$ cat src/rtl/ht_pkg.sv
// Shared hash-table command and result types used by every client of the table.
package ht_pkg;

  localparam int HT_KEY_W = 16;
  localparam int HT_VAL_W = 16;

  typedef enum logic [1:0] {
    HT_SEARCH = 2'd0,
    HT_INSERT = 2'd1,
    HT_DELETE = 2'd2,
    HT_NOP    = 2'd3
  } ht_op_e;

  typedef struct packed {
    ht_op_e              op;
    logic [HT_KEY_W-1:0] key;
    logic [HT_VAL_W-1:0] value;
  } ht_command_t;

  typedef struct packed {
    logic                found;
    logic [HT_KEY_W-1:0] key;
    logic [HT_VAL_W-1:0] value;
  } ht_result_t;

endpackage

$ cat src/rtl/ht_rr_arbiter.sv
// Round-robin grant: the first asserted request at or after ptr_i (wrapping) wins.
module ht_rr_arbiter #(
  parameter  int NUM_REQ = 4,
  localparam int ID_W    = $clog2(NUM_REQ)
) (
  input  logic [NUM_REQ-1:0] req_i,
  input  logic [ID_W-1:0]    ptr_i,
  output logic [NUM_REQ-1:0] grant_o,
  output logic [ID_W-1:0]    grant_idx_o,
  output logic               grant_any_o
);

  localparam logic [ID_W:0] NUM_REQ_W = (ID_W+1)'(NUM_REQ);

  logic [ID_W:0] slot;

  always_comb begin
    grant_o     = '0;
    grant_idx_o = '0;
    grant_any_o = 1'b0;
    slot        = '0;
    for (int i = 0; i < NUM_REQ; i++) begin
      slot = {1'b0, ptr_i} + (ID_W+1)'(i);
      if (slot >= NUM_REQ_W) slot = slot - NUM_REQ_W;
      if (!grant_any_o && req_i[slot[ID_W-1:0]]) begin
        grant_any_o           = 1'b1;
        grant_o[slot[ID_W-1:0]] = 1'b1;
        grant_idx_o           = slot[ID_W-1:0];
      end
    end
  end

endmodule

$ cat src/rtl/ht_cmd_arbiter.sv
// Shares one hash-table command port between NUM_REQ requesters and steers the
// in-order results back to their issuers through a tag FIFO.
module ht_cmd_arbiter
  import ht_pkg::*;
#(
  parameter  int NUM_REQ         = 4,
  parameter  int MAX_OUTSTANDING = 16,
  localparam int ID_W            = $clog2(NUM_REQ),
  localparam int CNT_W           = $clog2(MAX_OUTSTANDING) + 1
) (
  input  logic                       clk_i,
  input  logic                       rst_i,
  input  ht_command_t [NUM_REQ-1:0]  req_cmd_i,
  input  logic [NUM_REQ-1:0]         req_valid_i,
  output logic [NUM_REQ-1:0]         req_ready_o,
  output ht_command_t                ht_cmd_o,
  output logic                       ht_cmd_valid_o,
  input  logic                       ht_cmd_ready_i,
  input  ht_result_t                 ht_res_i,
  input  logic                       ht_res_valid_i,
  output ht_result_t                 res_o,
  output logic [NUM_REQ-1:0]         res_valid_o,
  output logic [ID_W-1:0]            res_id_o,
  output logic [CNT_W-1:0]           outstanding_o,
  output logic                       err_o
);

  localparam int              AW        = $clog2(MAX_OUTSTANDING);
  localparam logic [CNT_W-1:0] MAX_CNT  = CNT_W'(MAX_OUTSTANDING);
  localparam logic [ID_W:0]   NUM_REQ_W = (ID_W+1)'(NUM_REQ);

  logic [ID_W-1:0]    rr_ptr;
  logic [ID_W-1:0]    rr_next;
  logic [ID_W:0]      rr_sum;
  logic [NUM_REQ-1:0] grant;
  logic [ID_W-1:0]    grant_idx;
  logic               grant_any;

  logic [ID_W-1:0]    tag_mem [MAX_OUTSTANDING];
  logic [AW:0]        wr_ptr;
  logic [AW:0]        rd_ptr;
  logic [ID_W-1:0]    head_id;
  logic [NUM_REQ-1:0] head_oh;
  logic               fifo_empty;

  logic               pop;
  logic               load;
  logic               accept;

  ht_rr_arbiter #(
    .NUM_REQ (NUM_REQ)
  ) u_rr (
    .req_i       (req_valid_i),
    .ptr_i       (rr_ptr),
    .grant_o     (grant),
    .grant_idx_o (grant_idx),
    .grant_any_o (grant_any)
  );

  assign fifo_empty = (wr_ptr == rd_ptr);
  assign head_id    = tag_mem[rd_ptr[AW-1:0]];

  // A pop needs a tag already in the FIFO; a same-cycle push is not visible to it.
  assign pop    = ht_res_valid_i && !fifo_empty;
  assign load   = !rst_i && (!ht_cmd_valid_o || ht_cmd_ready_i)
                  && ((outstanding_o < MAX_CNT) || pop);
  assign accept = load && grant_any;

  assign req_ready_o = load ? grant : '0;

  assign rr_sum  = {1'b0, grant_idx} + (ID_W+1)'(1);
  assign rr_next = (rr_sum >= NUM_REQ_W) ? '0 : rr_sum[ID_W-1:0];

  always_comb begin
    head_oh          = '0;
    head_oh[head_id] = 1'b1;
  end

  // Command output stage
  always_ff @(posedge clk_i) begin
    if (rst_i) begin
      ht_cmd_valid_o <= 1'b0;
      ht_cmd_o       <= '0;
      rr_ptr         <= '0;
    end else if (accept) begin
      ht_cmd_valid_o <= 1'b1;
      ht_cmd_o       <= req_cmd_i[grant_idx];
      rr_ptr         <= rr_next;
    end else if (ht_cmd_ready_i) begin
      ht_cmd_valid_o <= 1'b0;
    end
  end

  // Tag FIFO and in-flight count
  always_ff @(posedge clk_i) begin
    if (accept) tag_mem[wr_ptr[AW-1:0]] <= grant_idx;
  end

  always_ff @(posedge clk_i) begin
    if (rst_i) begin
      wr_ptr        <= '0;
      rd_ptr        <= '0;
      outstanding_o <= '0;
    end else begin
      if (accept) wr_ptr <= wr_ptr + 1'b1;
      if (pop)    rd_ptr <= rd_ptr + 1'b1;
      if (accept && !pop)      outstanding_o <= outstanding_o + 1'b1;
      else if (!accept && pop) outstanding_o <= outstanding_o - 1'b1;
    end
  end

  // Result return stage
  always_ff @(posedge clk_i) begin
    if (rst_i) begin
      res_valid_o <= '0;
      res_o       <= '0;
      res_id_o    <= '0;
      err_o       <= 1'b0;
    end else begin
      res_valid_o <= pop ? head_oh : '0;
      if (pop) begin
        res_o    <= ht_res_i;
        res_id_o <= head_id;
      end
      if (ht_res_valid_i && fifo_empty) err_o <= 1'b1;
    end
  end

endmodule

$ cat config.mk
export PLATFORM = sky130hd
export DESIGN_NAME = ht_cmd_arbiter
export DESIGN_NICKNAME = d
export VERILOG_FILES = /design/src/rtl/ht_pkg.sv /design/src/rtl/ht_rr_arbiter.sv /design/src/rtl/ht_cmd_arbiter.sv
export SDC_FILE = /design/constraint.sdc
export NUM_CORES = 1
export LEC_CHECK = 0
export BUFFER_PORTS_ARGS = -buffer_cell sky130_fd_sc_hd__buf_4
export CORE_MARGIN = 3
export CORE_UTILIZATION = 49
export CTS_BUF_LIST = sky130_fd_sc_hd__clkbuf_4 sky130_fd_sc_hd__clkbuf_8 sky130_fd_sc_hd__clkbuf_16
export DETAILED_ROUTE_END_ITERATION = 7
export HOLD_SLACK_MARGIN = 0.02
export PLACE_DENSITY = 0.81
export RECOVER_POWER = 50
export SLEW_MARGIN = 30
export SYNTH_ARGS = -nofsm -noshare
export SYNTH_HDL_FRONTEND = slang
export SYNTH_HIERARCHICAL = 1
export SYNTH_SLANG_ARGS = --single-unit
$ cat constraint.sdc
create_clock -name clk_i -period 5.2 [get_ports clk_i]
set_input_delay 0.26 -clock clk_i [delete_from_list [all_inputs] [get_ports clk_i]]
set_output_delay 0.26 -clock clk_i [all_outputs]
set_load 0.01 [all_outputs]
* Word-level counts from Yosys, hierarchy flattened
Memories as Yosys holds them, arrays and structs flattened. A register that Yosys moved wholly into a read port is not among the register bits.
Index checks and enable logic that the tools add are counted.
** Word-level totals
- Flip-flop bits (word level) :: 92
- Bits in latches :: 0
- Memory bits (writable) :: 32
- Bits in read-only memories :: 0
- Input port bits :: 177
- Output and inout bits :: 84
- Word-level logic and storage cells :: 123
- Memories kept :: 1
** Memory list
- tag_mem :: depth 16, width 2, rd ports 1, clocked after memory_dff 1, write ports 1, RTL line ht_cmd_arbiter.sv:39 : logic [ID_W-1:0] tag_mem [MAX_OUTSTANDING];
** Operators by class
- Add/sub/neg operators :: 12
- Multiply operators :: 0
- Divide/modulo/power cells :: 0
- Order comparisons :: 17
- Eq/ne operators :: 1
- Shift-type cells :: 0
- Multiplexer cells :: 46
- Bitwise gates (word level) :: 4
- Reductions and logical operators :: 28
** Operators by type and width (number)
- 34-bit binary-select mux with 2-bit select :: 1
- 34-bit two-way mux :: 1
- 4-bit two-way mux :: 7
- 2-bit by 3-bit less-than comparator with 1-bit output (second input constant) :: 6
- 2-bit two-way mux :: 9
- 1-bit two-way mux :: 17
- 5-bit by 1-bit adder with 5-bit output (second input constant) :: 3
- 1-bit logical AND :: 15
- 3-bit greater-or-equal comparator (second input constant) :: 4
- 4-bit bitwise OR :: 3
- 1-bit demux with 2-bit select :: 5
- 2-bit by 1-bit greater-or-equal comparator with 1-bit output (second input constant) :: 5
- 5-bit two-way mux :: 2
- 1-bit binary-select mux with 2-bit select :: 4
- 1-bit logical NOT :: 8
- 2-bit by 1-bit subtractor with 2-bit output (second input constant) :: 4
- 2-bit by 1-bit adder with 3-bit output (second input constant) :: 2
- 2-bit by 2-bit adder with 3-bit output (second input constant) :: 2
- 5-bit equality test :: 1
- 5-bit less-than comparator (second input constant) :: 1
- 5-bit by 1-bit subtractor with 5-bit output (second input constant) :: 1
- 2-bit nonzero test :: 2
- 2-bit by 3-bit greater-or-equal comparator with 1-bit output (second input constant) :: 1
- 1-bit logical OR :: 2
- other kinds (2) :: 2

* Longest topological paths before layout
- Word-level depth :: 19
- Depth in mapped cells :: 20
- Gate-level depth less buffers :: 17

* Modules after synthesis
The synthesis kept the hierarchy.
** By module, submodules not included
- ht_cmd_arbiter :: instances 1, cells each 575, area an instance 6137.1 µm²
- ht_rr_arbiter :: instances 1, cells each 45, area an instance 421.7 µm²

* Least setup slack after synthesis
No wires, ideal clock.
- Path kind :: register -> register
- Start :: register rr_ptr[0]
- End :: register outstanding_o[4]
- Setup time :: 0.070 ns
- Arrival :: 3.833 ns
- Setup slack :: 1.296 ns
- Cell stages (with the launch flop) :: 21
- Clock period less this slack :: 3.904 ns
- Cells stage by stage :: dfxtp_1 > buf_6 > inv_1 > ha_1 > mux4_2 > buf_6 > nor3_1 > nand2b_1 > nand2_1 > nor3_1 > a32oi_1 > nand2_1 > clkbuf_1 > ha_1 > inv_1 > ha_1 > a21o_1 > a21oi_1 > xnor2_1 > or3_1 > a21oi_1
** On the way
- Cells in the longest elaborated chain, start to end :: 18
- Elaborated cells between the ends (all ways) :: 39
- Classes of those cells :: add/sub: 7; order compare: 4; mux: 17; reduce/logical: 11
** RTL lines
- start: declaration :: RTL line ht_cmd_arbiter.sv:32 : logic [ID_W-1:0] rr_ptr;
- start signal: assignment :: RTL line ht_cmd_arbiter.sv:88 : rr_ptr <= rr_next;
- parallel branches: the longest is 13 deep, another holds 2-bit by 1-bit adder with 3-bit output
- 1-bit two-way mux (*) :: RTL line ht_rr_arbiter.sv:25 : if (!grant_any_o && req_i[slot[ID_W-1:0]]) begin
- via grant_any :: RTL line ht_cmd_arbiter.sv:37 : logic grant_any;
- 1-bit logical AND (*) :: RTL line ht_cmd_arbiter.sv:67 : assign accept = load && grant_any;
- via accept :: RTL line ht_cmd_arbiter.sv:48 : logic accept;
- 1-bit logical NOT :: RTL line ht_cmd_arbiter.sv:108 : else if (!accept && pop) outstanding_o <= outstanding_o - 1'b1;
- 1-bit logical AND :: RTL line ht_cmd_arbiter.sv:108
- 2-bit nonzero test (no line)
- end signal: assignment :: RTL line ht_cmd_arbiter.sv:107 : if (accept && !pop) outstanding_o <= outstanding_o + 1'b1;
- end signal: assignment :: RTL line ht_cmd_arbiter.sv:108
- end: declaration :: RTL line ht_cmd_arbiter.sv:24 : output logic [CNT_W-1:0] outstanding_o,
Mark *: on every way through the listed nets, which the timed path passes. The select of a mux whose other input is x is not followed.
A chain may end at the register's enable or synchronous reset.

* Final worst setup path
- Start :: register rr_ptr[0]
- End :: register outstanding_o[4]
** On the way
- Cells in the longest elaborated chain, start to end :: 18
- Elaborated cells between the ends (all ways) :: 39
- Classes of those cells :: add/sub: 7; order compare: 4; mux: 17; reduce/logical: 11
** RTL lines (RTL line)
- parallel branches: the longest is 13 deep, another holds 2-bit by 1-bit adder with 3-bit output
- 1-bit two-way mux (*) :: ht_rr_arbiter.sv:25
- via grant_any :: ht_cmd_arbiter.sv:37
- 1-bit logical AND (*) :: ht_cmd_arbiter.sv:67
- 1-bit logical NOT :: ht_cmd_arbiter.sv:108
- 1-bit logical AND :: ht_cmd_arbiter.sv:108
- 2-bit nonzero test (no line)
Marked as above.

==> qor.yml <==
logic_synthesis:
  yosys_most_used_dff: "dfxtp_1"
  ys_ff_latch: 128
  yosysSeqAreaShare_pct: 44.0
  synthDistinctLibCells: 46
  netlist_instances: 620
  ys_warn_count: 6
  synth_nets: 813
  syn_area_um2: 6560
  synth_area_per_cell_um2: 10.6
  synthArstFlopShare_pct: 0
  synth_edf_count: 32
detailed_routing:
  ant_nets: 0
  drc: 0
  routed_via_density: 5.82
  drt_iter0_drc: 502
  wl_mm: 20.0
  vias: 6013
  routedWlPerCell_um: 19.3
  dr.pass1.iters: 5
status:
  violations: "max-capacitance violations, max-slew violations"
  outcome: "finished, violations left"
sta:
  setup_viol: 0
  slew_viol_final: 78
  fin_crit_sh_pct: 89.2
  final.setup_skew_ns: 0.00986
  max_slew_margin_pct: -133
  max_freq_ghz: 0.216
  hold_viol: 0
  tightest_slew_ns: 3.49
  finalCriticalPeriod_ns: 4.64
  rsz0062_at_grt: "no"
  tns_ns: 0
cts:
  cts_sinks: 128
  hold_buffers: 0
  htreeDepth: 4
  cts-root-buf: "clkbuf_16"
  path_clk_slew_ns: 0.06
  postCtsSetupBuffers: 0
  clockBufferDepth: 2
  numCtsBuffers: 17
  insertion_delay_ns: 0.41
  cts_tree: "yes"
  ctsResizeCount: 0
critical_path:
  crit_required_ns: 5.53
  endpoint_kind: "flop"
  reg2reg_setup_slack_ns: 0.56
  path_class: "reg2reg"
  crit_arrival_ns: 4.97
  cp-start-kind: "flop"
  path_max_fanout: 16
worst_hold_path:
  worstHoldPathType: "in2reg"
floorplan:
  core-area_um2: 12900
  dieWidth_um: 122
  fp.dieH_um: 122
  row_count: 41
  io_pins: 261
  die_area_um2: 14800
  initial_core_util_pct: 50.9
pwr:
  peakVddDrop_mv: 0.322
  powerDensity_nw_per_um2: 593
  leakage_nw: 3.47
place:
  place.gp.congestion: 0.937
  port_buffers: 260
  place_hpwl_mm: 14.6
grt:
  antenna_found_initial: 0
  first_global_vias: 6157
  grt_pass1_wl_mm: 30.8
  grt_usage_pct: 26.5
  grt-ovfl-total: 0
  grt_max_degree: 94
layout:
  drive_above_1_share_pct: 31.3
  final_common_cell: "buf_4"
  areaGrowthSynthToFinish_pct: 34.6
  layout.nets: 1043
  antennaDiodeCount: 0
  final_util_pct: 68.6
  final_cell_mix: "buf_4, dfxtp_1, clkbuf_1"
run:
  drv_cap: 1
cell type report:
type / instances / area, um^2
Multi-Input combinational cell: 423 / 3370
Clock inverter: 9 / 106
Timing Repair Buffer: 271 / 1730
Sequential cell: 128 / 2880
Inverter: 9 / 33.8
Clock buffer: 22 / 488
Fill cell: 1008 / 4050
Tap cell: 172 / 215
power by group:
group	switching, mW	internal (mW)
clock	0.424	0.758
sequential	0.165	1.33
combinational	1.39	1.17
flip-flops by register name, summed over array words and instances, names as in the netlist, named ones only:
name and flops:
ht_cmd_o 34, res_o 33, tag_mem 32, outstanding_o 5, rd_ptr 5, wr_ptr 5
res_valid_o 4, res_id_o 2, rr_ptr 2, err_o 1, ht_cmd_valid_o 1
per-layer routing:
layer  GRT usage (%)  vias up  part of all wire, %  wire [um]
met4            12.1        0                  3.7        741
met1            29.7     2853                   36       7250
li1                -     2804                    -          -
met2            46.0      296                   52      10400
met3            8.59       60                  8.0       1590
met5               0        -                    0          0
critical path, cell delays in order, from the launching register on:
cell      delay, ns
dfxtp_1        0.73
inv_1          0.17
ha_1           0.39
mux4_2         0.44
nor3_1         0.28
nand2b_1       0.09
buf_4          0.20
nand2_1        0.08
nor3_1         0.06
a32oi_2        0.20
nand2_1        0.28
ha_1           0.31
inv_1          0.15
ha_1           0.30
a21o_1         0.18
a21oi_1        0.17
xnor2_1        0.09
or3_1          0.30
a21oi_1        0.14
synthesized netlist by cell type, drive strengths merged (4+ instances only):
cell,count,area [um^2]
dfxtp,96,1920
a21oi,80,400
nand2,78,293
mux4,46,1060
nand3,45,225
o2111ai,38,339
clkbuf,35,131
edfxtp,32,961
buf,25,170
nor2,20,75.1
and3,16,100
ha,15,188
a22oi,10,75.1
inv,9,33.8
nor2b,9,56.3
xnor2,9,78.8
and2,7,43.8
mux2i,6,60.1
o21ai,6,30.0
nand2b,5,31.3
a21o,4,30.0
nor3,4,20.0
worst paths after layout:
check,startpoint,to,cells past startpoint
worst max-delay path,rr_ptr[0],outstanding_o[4],18
worst min-delay path,ht_res_i[32],res_o[32],3
worst max register to register,rr_ptr[0],outstanding_o[4],18
worst min register to register,res_o[7],res_o[7],2
logic make-up after synthesis:
kind of cell | synth area share (%)
DFF | 44.0
and+or+nand+nor | 13.9
buffers and inverters | 5.11
xor gates and xnor gates | 1.60
AOI/OAI and AO/OA | 15.0
muxes | 17.3
adders and majority gates | 3.17
through the flow:
stage                     instances  area (um^2)  worst slack [ns]  hold slack [ns]  power [mW]
after global placement         1003         8540             0.911            0.443        4.10
after CTS                      1034         9130             0.588           0.0861        5.39
final                          1034         8830             0.562           0.0971        5.24
after detailed placement       1003         8540             0.601            0.447        4.21
after global routing           1034         8830             0.121           0.0902        5.55
after floorplan                 620         6560              1.30            0.396        3.41
No activity file was read; power rests on OpenSTA's default activity.
